## config.mk

```make
export PLATFORM = sky130hd
export DESIGN_NAME = jstk_spi_master
export DESIGN_NICKNAME = d
export VERILOG_FILES = /design/src/rtl/jstk_spi_master.sv
export SDC_FILE = /design/constraint.sdc
export NUM_CORES = 1
export LEC_CHECK = 0
export ABC_AREA = 0
export CORE_ASPECT_RATIO = 0.5
export CORE_MARGIN = 3
export CORE_UTILIZATION = 60
export CTS_BUF_LIST = sky130_fd_sc_hd__clkbuf_8
export DETAILED_ROUTE_END_ITERATION = 6
export PLACE_DENSITY = 0.82
export REMOVE_ABC_BUFFERS = 1
export SLEW_MARGIN = 20
export SYNTH_ARGS = -nofsm -noshare
export SYNTH_HDL_FRONTEND = slang
export SYNTH_SLANG_ARGS = --single-unit
```

## constraint.sdc

```tcl
create_clock -name clk -period 2.6 [get_ports clk]
set_clock_uncertainty 0.1 [all_clocks]
set_input_delay 0.39 -clock clk [delete_from_list [all_inputs] [get_ports clk]]
set_output_delay 0.39 -clock clk [all_outputs]
set_load 0.005 [all_outputs]
```

## src/rtl/jstk_spi_master.sv

```systemverilog
// PmodJSTK SPI-mode-0 poller: 5-byte transaction every POLL_PERIOD, X/Y/buttons published atomically on valid.
// Define JSTK_AVG_EN to average each new X/Y sample with the previous published value.
module jstk_spi_master #(
  parameter int CLK_DIV     = 66,
  parameter int SS_SETUP    = 1500,
  parameter int BYTE_GAP    = 1000,
  parameter int POLL_PERIOD = 1000000
) (
  input  logic       clk,
  input  logic       clr_n,
  input  logic [1:0] led,
  input  logic       miso,
  output logic       sclk,
  output logic       ss_n,
  output logic       mosi,
  output logic [9:0] joy_x,
  output logic [9:0] joy_y,
  output logic [2:0] btn,
  output logic       valid,
  output logic       busy
);

  localparam int M1   = (CLK_DIV > SS_SETUP) ? CLK_DIV : SS_SETUP;
  localparam int M2   = (BYTE_GAP > POLL_PERIOD) ? BYTE_GAP : POLL_PERIOD;
  localparam int CMAX = (M1 > M2) ? M1 : M2;
  localparam int CW   = $clog2(CMAX + 1);

  localparam logic [2:0] S_IDLE  = 3'd0;
  localparam logic [2:0] S_SETUP = 3'd1;
  localparam logic [2:0] S_SHIFT = 3'd2;
  localparam logic [2:0] S_GAP   = 3'd3;
  localparam logic [2:0] S_DONE  = 3'd4;

  logic [2:0]    state;
  logic [CW-1:0] cnt;
  logic [2:0]    bit_cnt;
  logic [2:0]    byte_idx;
  logic [7:0]    tx_sr;
  logic [7:0]    rx_sr;
  logic [9:0]    sh_x;
  logic [9:0]    sh_y;
  logic [2:0]    sh_btn;

`ifdef JSTK_AVG_EN
  logic [10:0] sum_x;
  logic [10:0] sum_y;
  assign sum_x = {1'b0, joy_x} + {1'b0, sh_x};
  assign sum_y = {1'b0, joy_y} + {1'b0, sh_y};
`endif

  assign mosi = tx_sr[7];
  assign busy = ~ss_n;

  always_ff @(posedge clk) begin
    if (!clr_n) begin
      state    <= S_IDLE;
      cnt      <= '0;
      bit_cnt  <= '0;
      byte_idx <= '0;
      tx_sr    <= '0;
      rx_sr    <= '0;
      sh_x     <= '0;
      sh_y     <= '0;
      sh_btn   <= '0;
      sclk     <= 1'b0;
      ss_n     <= 1'b1;
      valid    <= 1'b0;
      joy_x    <= 10'd512;
      joy_y    <= 10'd512;
      btn      <= 3'd0;
    end else begin
      valid <= 1'b0;
      case (state)
        S_IDLE: begin
          if (cnt == CW'(POLL_PERIOD - 1)) begin
            state    <= S_SETUP;
            cnt      <= '0;
            ss_n     <= 1'b0;
            byte_idx <= '0;
            bit_cnt  <= '0;
            tx_sr    <= {6'b100000, led};
          end else begin
            cnt <= cnt + 1'b1;
          end
        end
        S_SETUP: begin
          if (cnt == CW'(SS_SETUP - 1)) begin
            state <= S_SHIFT;
            cnt   <= '0;
          end else begin
            cnt <= cnt + 1'b1;
          end
        end
        S_SHIFT: begin
          if (cnt == CW'(CLK_DIV - 1)) begin
            cnt <= '0;
            if (!sclk) begin
              sclk  <= 1'b1;
              rx_sr <= {rx_sr[6:0], miso};
            end else begin
              // Falling edge: advance mosi; zeros shift in, so bytes 1..4 transmit 0x00.
              sclk    <= 1'b0;
              tx_sr   <= {tx_sr[6:0], 1'b0};
              bit_cnt <= bit_cnt + 1'b1;
              if (bit_cnt == 3'd7) begin
                case (byte_idx)
                  3'd0:    sh_x[7:0] <= rx_sr;
                  3'd1:    sh_x[9:8] <= rx_sr[1:0];
                  3'd2:    sh_y[7:0] <= rx_sr;
                  3'd3:    sh_y[9:8] <= rx_sr[1:0];
                  default: sh_btn    <= rx_sr[2:0];
                endcase
                state <= (byte_idx == 3'd4) ? S_DONE : S_GAP;
              end
            end
          end else begin
            cnt <= cnt + 1'b1;
          end
        end
        S_GAP: begin
          if (cnt == CW'(BYTE_GAP - 1)) begin
            cnt      <= '0;
            byte_idx <= byte_idx + 1'b1;
            state    <= S_SHIFT;
          end else begin
            cnt <= cnt + 1'b1;
          end
        end
        S_DONE: begin
          state <= S_IDLE;
          cnt   <= '0;
          ss_n  <= 1'b1;
          valid <= 1'b1;
          btn   <= sh_btn;
`ifdef JSTK_AVG_EN
          joy_x <= sum_x[10:1];
          joy_y <= sum_y[10:1];
`else
          joy_x <= sh_x;
          joy_y <= sh_y;
`endif
        end
        default: begin
          state <= S_IDLE;
          cnt   <= '0;
        end
      endcase
    end
  end

endmodule

```

==> impl_metrics.ini <==
[clock_network]
htreeDepth = 3
cts_tree = done
cts_made_buffers = 9
clk_latency_ps = 370
root_buffer = clkbuf_8
cts_sinks = 94
clk_pin_slew_worst_paths_ps = 90
cts.repair.resized = 0
cts_setup_buffers = 0
cts_hold_buf = 0
clk_path_buf_depth = 2

[global_routing]
antenna_found_initial = 0
first_global_vias = 2919
grt_first_pass_wirelength_um = 13600
grt_start_max_net_pins = 40
grt_util_all_layers_pct = 22.3
gr-total-overflow = 0

[critical_path]
r2r-start = cnt[0]
r2r_slack_ps = 210
endpoint = bit_cnt[0]
worstPathArrival_ps = 2580
cp_max_fo = 9
worstPathCellList = ha_1 > nand3_1 > nor2_4 > and4_1 > o21ai_2 > or3_1 > a21oi_1
crit_path_top_delay_cell = dfxtp_1
critPathCaptureType = flop
cp_slowest_stage_delay_ps = 380
critical_path.startpoint = cnt[0]
crit_required_ps = 2790
ff2ff_path_depth = 7
cp-start-kind = flop
path_class = flop to flop
r2r-end = bit_cnt[0]

[placement]
hpwl_um = 5450
placed_cell_area_um2 = 4290
gp_congestion = 0.918
port-buffer-count = 32

[sta]
fmax_mhz = 418
tightestPinTransition_ps = 603
slew-limit-headroom_pct = 59.5
period_needed_ps = 2390
timing_hold_violations_final = 0
period_share_pct = 92.0
fin_setup_tns_ps = 0
drv_slew = 0
rsz0062_at_grt = no
setup_viol_count_final = 0

[floorplan]
die_area_um2 = 7580
chipHeight_um = 63.1
core-area_um2 = 6180
start_util_pct = 63.3
row_count = 20
dieWidth_um = 120
top_level_ports = 33

[yosys]
yosysTopAreaCellShare_pct = 48.1
synth_warnings = 0
synth-async-reset-ratio_pct = 0
yosys.cell_types.count = 50
ys_ff_latch = 94
postSynthCellCount = 416
syn-cell-area_um2 = 3910
syn_avg_cell_area_um2 = 9.40
ys.flop_type = dfxtp_1
synth_top_cell_by_area = dfxtp_1
synth_edf_count = 0
seq_area_frac_synth_pct = 48.1
synthTopCellsByArea = dfxtp_1 48%, mux2i_1 5.4%, nor2_1 4.8%

[drt]
first_pass_iters = 5
wl_per_cell_um = 14.6
via_per_inst = 5.64
dr_total_vias = 3019
wl_met1_um = 3600
met3WireLength_um = 397
maxUsedRoutingLayer = met4
drt_iter0_drc = 234
ant_nets = 0
routed_wl_um = 7830
wl_met2_um = 3740
drc = 0

[finish]
fin_nets = 456
layout_common_cells = 94 x dfxtp_1, 50 x nor2_1, 41 x nand2_1
syn_to_final_growth_pct = 14.8
stdcell_area_um2 = 4490
final_util_pct = 72.7
num_antenna_cells = 0
mostFrequentLayoutCell = dfxtp_1
final_layout_size_suffix_gt1_share_pct = 8.72

[power]
peakVddDrop_mv = 0.361
p_leak_nw = 1.76
power_density_nw_per_um2 = 616

[min_path]
min_path_type = flop to flop

[flow_run]
drv_cap = 0

[run_status]
outcome = complete, no violations
## routing by layer
metal  global-route usage [%]  vias to the layer above
li1                         -                     1512
met1                     26.9                     1431
met2                     37.7                       68
met3                     7.26                        8
met4                     7.85                        0
met5                        0                        -
## cell usage after synthesis (4+ instances only)
master,instances
nand3_1,31
xnor2_1,10
inv_1,8
xor2_1,7
dfxtp_1,94
and3_1,8
nor3_1,7
nor4_1,4
a22o_1,21
o21ai_0,8
nand4_1,5
nor3b_1,4
nand2_1,41
a21oi_1,24
clkbuf_1,15
ha_1,9
mux2i_1,21
nor2_1,50
buf_2,8
## registers in the layout (all words and copies together) (netlist names), 8 cells and up
name   count
sh_y      10
cnt       20
tx_sr      8
joy_y     10
joy_x     10
rx_sr      8
sh_x      10
## power breakdown
group | internal, W | switching, W
Combinational | 0.000113 | 0.000179
Sequential | 0.00147 | 0.0000469
Clock | 0.000448 | 0.000514
## worst max-delay path: cells and delay by family, from the launching register on
family / cells / cell delay (ps)
and+or+nand+nor: 4 / 1260
AOI/OAI and AO/OA: 2 / 340
adders and majority gates: 1 / 240
DFF: 1 / 380
## per-stage QoR
stage | instances | worst slack (ps) | power [W] | hold WS (ps)
global placement | 519 | 364 | 0.00182 | 343
detailed placement | 519 | 200 | 0.00183 | 351
global route | 535 | 64.1 | 0.00290 | 392
finish | 535 | 207 | 0.00277 | 367
CTS | 535 | 168 | 0.00280 | 371
floorplan | 392 | 89.0 | 0.00174 | 329
## final cells by class
class                   instances  area, um2
clock buffers                   9        124
clock inverters                 7       72.6
fillers                       464       1690
inverters                       9       33.8
multi-input cells             289       1900
flip-flops and latches         94       1880
well taps                      88        110
repair buffers                 39        373
## how the worst min path moves through the flow
stage | cells after the start | endpoint | startpoint | slack, ps
2_1_floorplan | 2 | tx_sr[1] | tx_sr[1] | 330
3_3_place_gp | 2 | sh_x[8] | sh_x[8] | 340
3_5_place_dp | 1 | joy_x[1] | sh_x[1] | 350
4_1_cts | 1 | joy_x[5] | sh_x[5] | 370
5_1_grt | 1 | joy_y[5] | sh_y[5] | 390
6_report | 1 | joy_x[5] | sh_x[5] | 370
## logic make-up after synthesis
group | Yosys count | synth area share [%]
AND/OR/NAND/NOR | 176 | 24.3
flip-flops | 94 | 48.1
AO/OA/AOI/OAI | 66 | 12.0
buffers and inverters | 33 | 3.52
multiplexers | 21 | 5.37
XOR/XNOR | 17 | 3.81
adder cells (fa/ha/maj) | 9 | 2.88
No activity file was read; power rests on OpenSTA's default activity.
==> variant (config.mk and constraints unchanged) <==
Add a define of `JSTK_AVG_EN`.
--- a/src/rtl/jstk_spi_master.sv
+++ b/src/rtl/jstk_spi_master.sv
@@ -1,5 +1,7 @@
 // PmodJSTK SPI-mode-0 poller: 5-byte transaction every POLL_PERIOD, X/Y/buttons published atomically on valid.
 // Define JSTK_AVG_EN to average each new X/Y sample with the previous published value.
+`define JSTK_AVG_EN
+
 module jstk_spi_master #(
   parameter int CLK_DIV     = 66,
   parameter int SS_SETUP    = 1500,
Check against the original RTL: no difference found for any inputs over 4 cycles, from zero or initial values; that may be too few to reach the edited logic, so the function may still have changed.
==> variant against the unedited design <==
- routed wire length grew 17%
- sequential cell count stayed put
- final area increased by 17%
- first-iteration DRC count down 21%
- critical endpoint is now state[0]$_SDFFE_PN0P_
- worst setup slack lost 0.046 ns
- synthesized area grew 16%
Power is not compared: it rests on default switching activity, and its combinational part moved more than twofold at a synthesized area within 25%.
==> variant: results (changes against the unedited design) <==
- Outcome: completed
- Max-Slew Margin vs Limit: 55.4% (-4.0 points)
- P_int: 0.00191 W
- Reg with most FFs: cnt
- Non-clk buf share: 8.35% (+0.050 points)
- Sequential Area: 1880 um^2 (unchanged)
- DP Area: 5020 um^2 (+17%)
- Clkbuf count: 13 (+4)
- Post-synth ARST share: 0% (unchanged)
- CTS HTree Levels: 3 (unchanged)
- CP max stage cell: or4bb_1
- Clock-pin slew on the worst setup and hold paths: 0.08 ns
- Pin count of the biggest net entering global routing: 55 (+38%)
- Multiplexer area fraction after synthesis: 5.95% (+0.58 points)
- Resize count post-CTS: 0 (unchanged)
- Total GRT Usage: 22.4% (+0.14 points)
- XOR/XNOR share of the synthesized area: 6.56% (+2.7 points)
- Netlist cell types: 44 (-12%)
- Initial DRC count: 185 (-21%)
- Multi-input gate count: 381 (+32%)
- Multi-input combinational area share: 48.9% (+6.7 points)
- Tapcells: 92 (+4.5%)
- Worst vdd ir: about 0.32 mV
- Bufs w/o clock: 46 (+18%)
- Drt pass-1 iters: 4 (-1)
- Vias in the first global route: 3414 (+17%)
- Crit path DAT: 2.60 ns (+0.02 ns)
- DR vias/cell: 5.67 (+0.56%)
- CP top delay family: simple AND/OR/NAND/NOR gates
- Routed Wire Length: 9160 um (+17%)
- GPL Wtd Cong: 0.852 (-7.2%)
- Register area share after synthesis: 41.4% (-6.7 points)
- Inverters: 13 (+4)
- Seq/total area: 35.9% (-6.0 points)
- Layout clock area frac: 3.75% (-0.63 points)
- Post-synth top cells: dfxtp_1 (94), nand2_1 (53), nor2_1 (46)
- Post-CTS Setup Inserts: 0 (unchanged)
- Slowest stage delay, CP: 0.52 ns (+0.14 ns)
- Fill cells: 536 (+16%)
- Combinational group share of total power: 2.2%
- IO buf count: 32 (unchanged)
- Initial antenna violation count: 0 (unchanged)
- Crit-path max FO: 4 (-5)
- Synth Area in Compound Gates: 10.9% (-1.1 points)
- Post-Synth Adder-Cell Area: 8.32% (+5.4 points)
- Avg Inst Size Synth: 8.94 um^2 (-4.9%)
- Share of cells above drive strength 1: 7.45% (-1.3 points)
- Top cells by area, synth: dfxtp_1 (41%), ha_1 (7.4%), mux2i_1 (6.0%)
- Nets: 579 (+27%)
- WL/cell: 14.3 um (-2.5%)
- Antenna cells: 0 (unchanged)
- Hpwl dp: 6410 um (+18%)
- Dpl cells: 626 (+21%)
- Setup slack at placement: 0.0853 ns (-0.114 ns)
- First-pass GRT wire length: 15600 um (+14%)
- Clk sinks: 94 (unchanged)
[variant: cell types whose count changed in the layout (fill, tap and decap cells not counted), moves of 7 or more]
cell,unedited run,this run
xor2_1,7,18
ha_1,9,27
o21ai_0,8,31
a21o_1,0,7
nand3_1,31,20
nand4_1,5,19
nand2_1,41,53
nor2b_1,0,25
a22o_1,21,5
[variant: path summary, 6_finish.rpt]
kind	cells past startpoint	from	to	slack, ns
min reg2reg	2	tx_sr[5]$_SDFFE_PN0P_	tx_sr[5]$_SDFFE_PN0P_	0.36
max reg2reg	6	cnt[18]$_SDFF_PN0_	state[0]$_SDFFE_PN0P_	0.16
max	6	cnt[18]$_SDFF_PN0_	state[0]$_SDFFE_PN0P_	0.16
min	2	tx_sr[5]$_SDFFE_PN0P_	tx_sr[5]$_SDFFE_PN0P_	0.36
[variant: routing by layer]
layer  routed length, um  vias to the layer above  GRT usage (%)
li1                    -                     1874              -
met1                4420                     1697           28.2
met2                4250                       57           37.6
met3                 342                       15           6.56
met4                 146                        0           7.46
met5                   0                        -              0
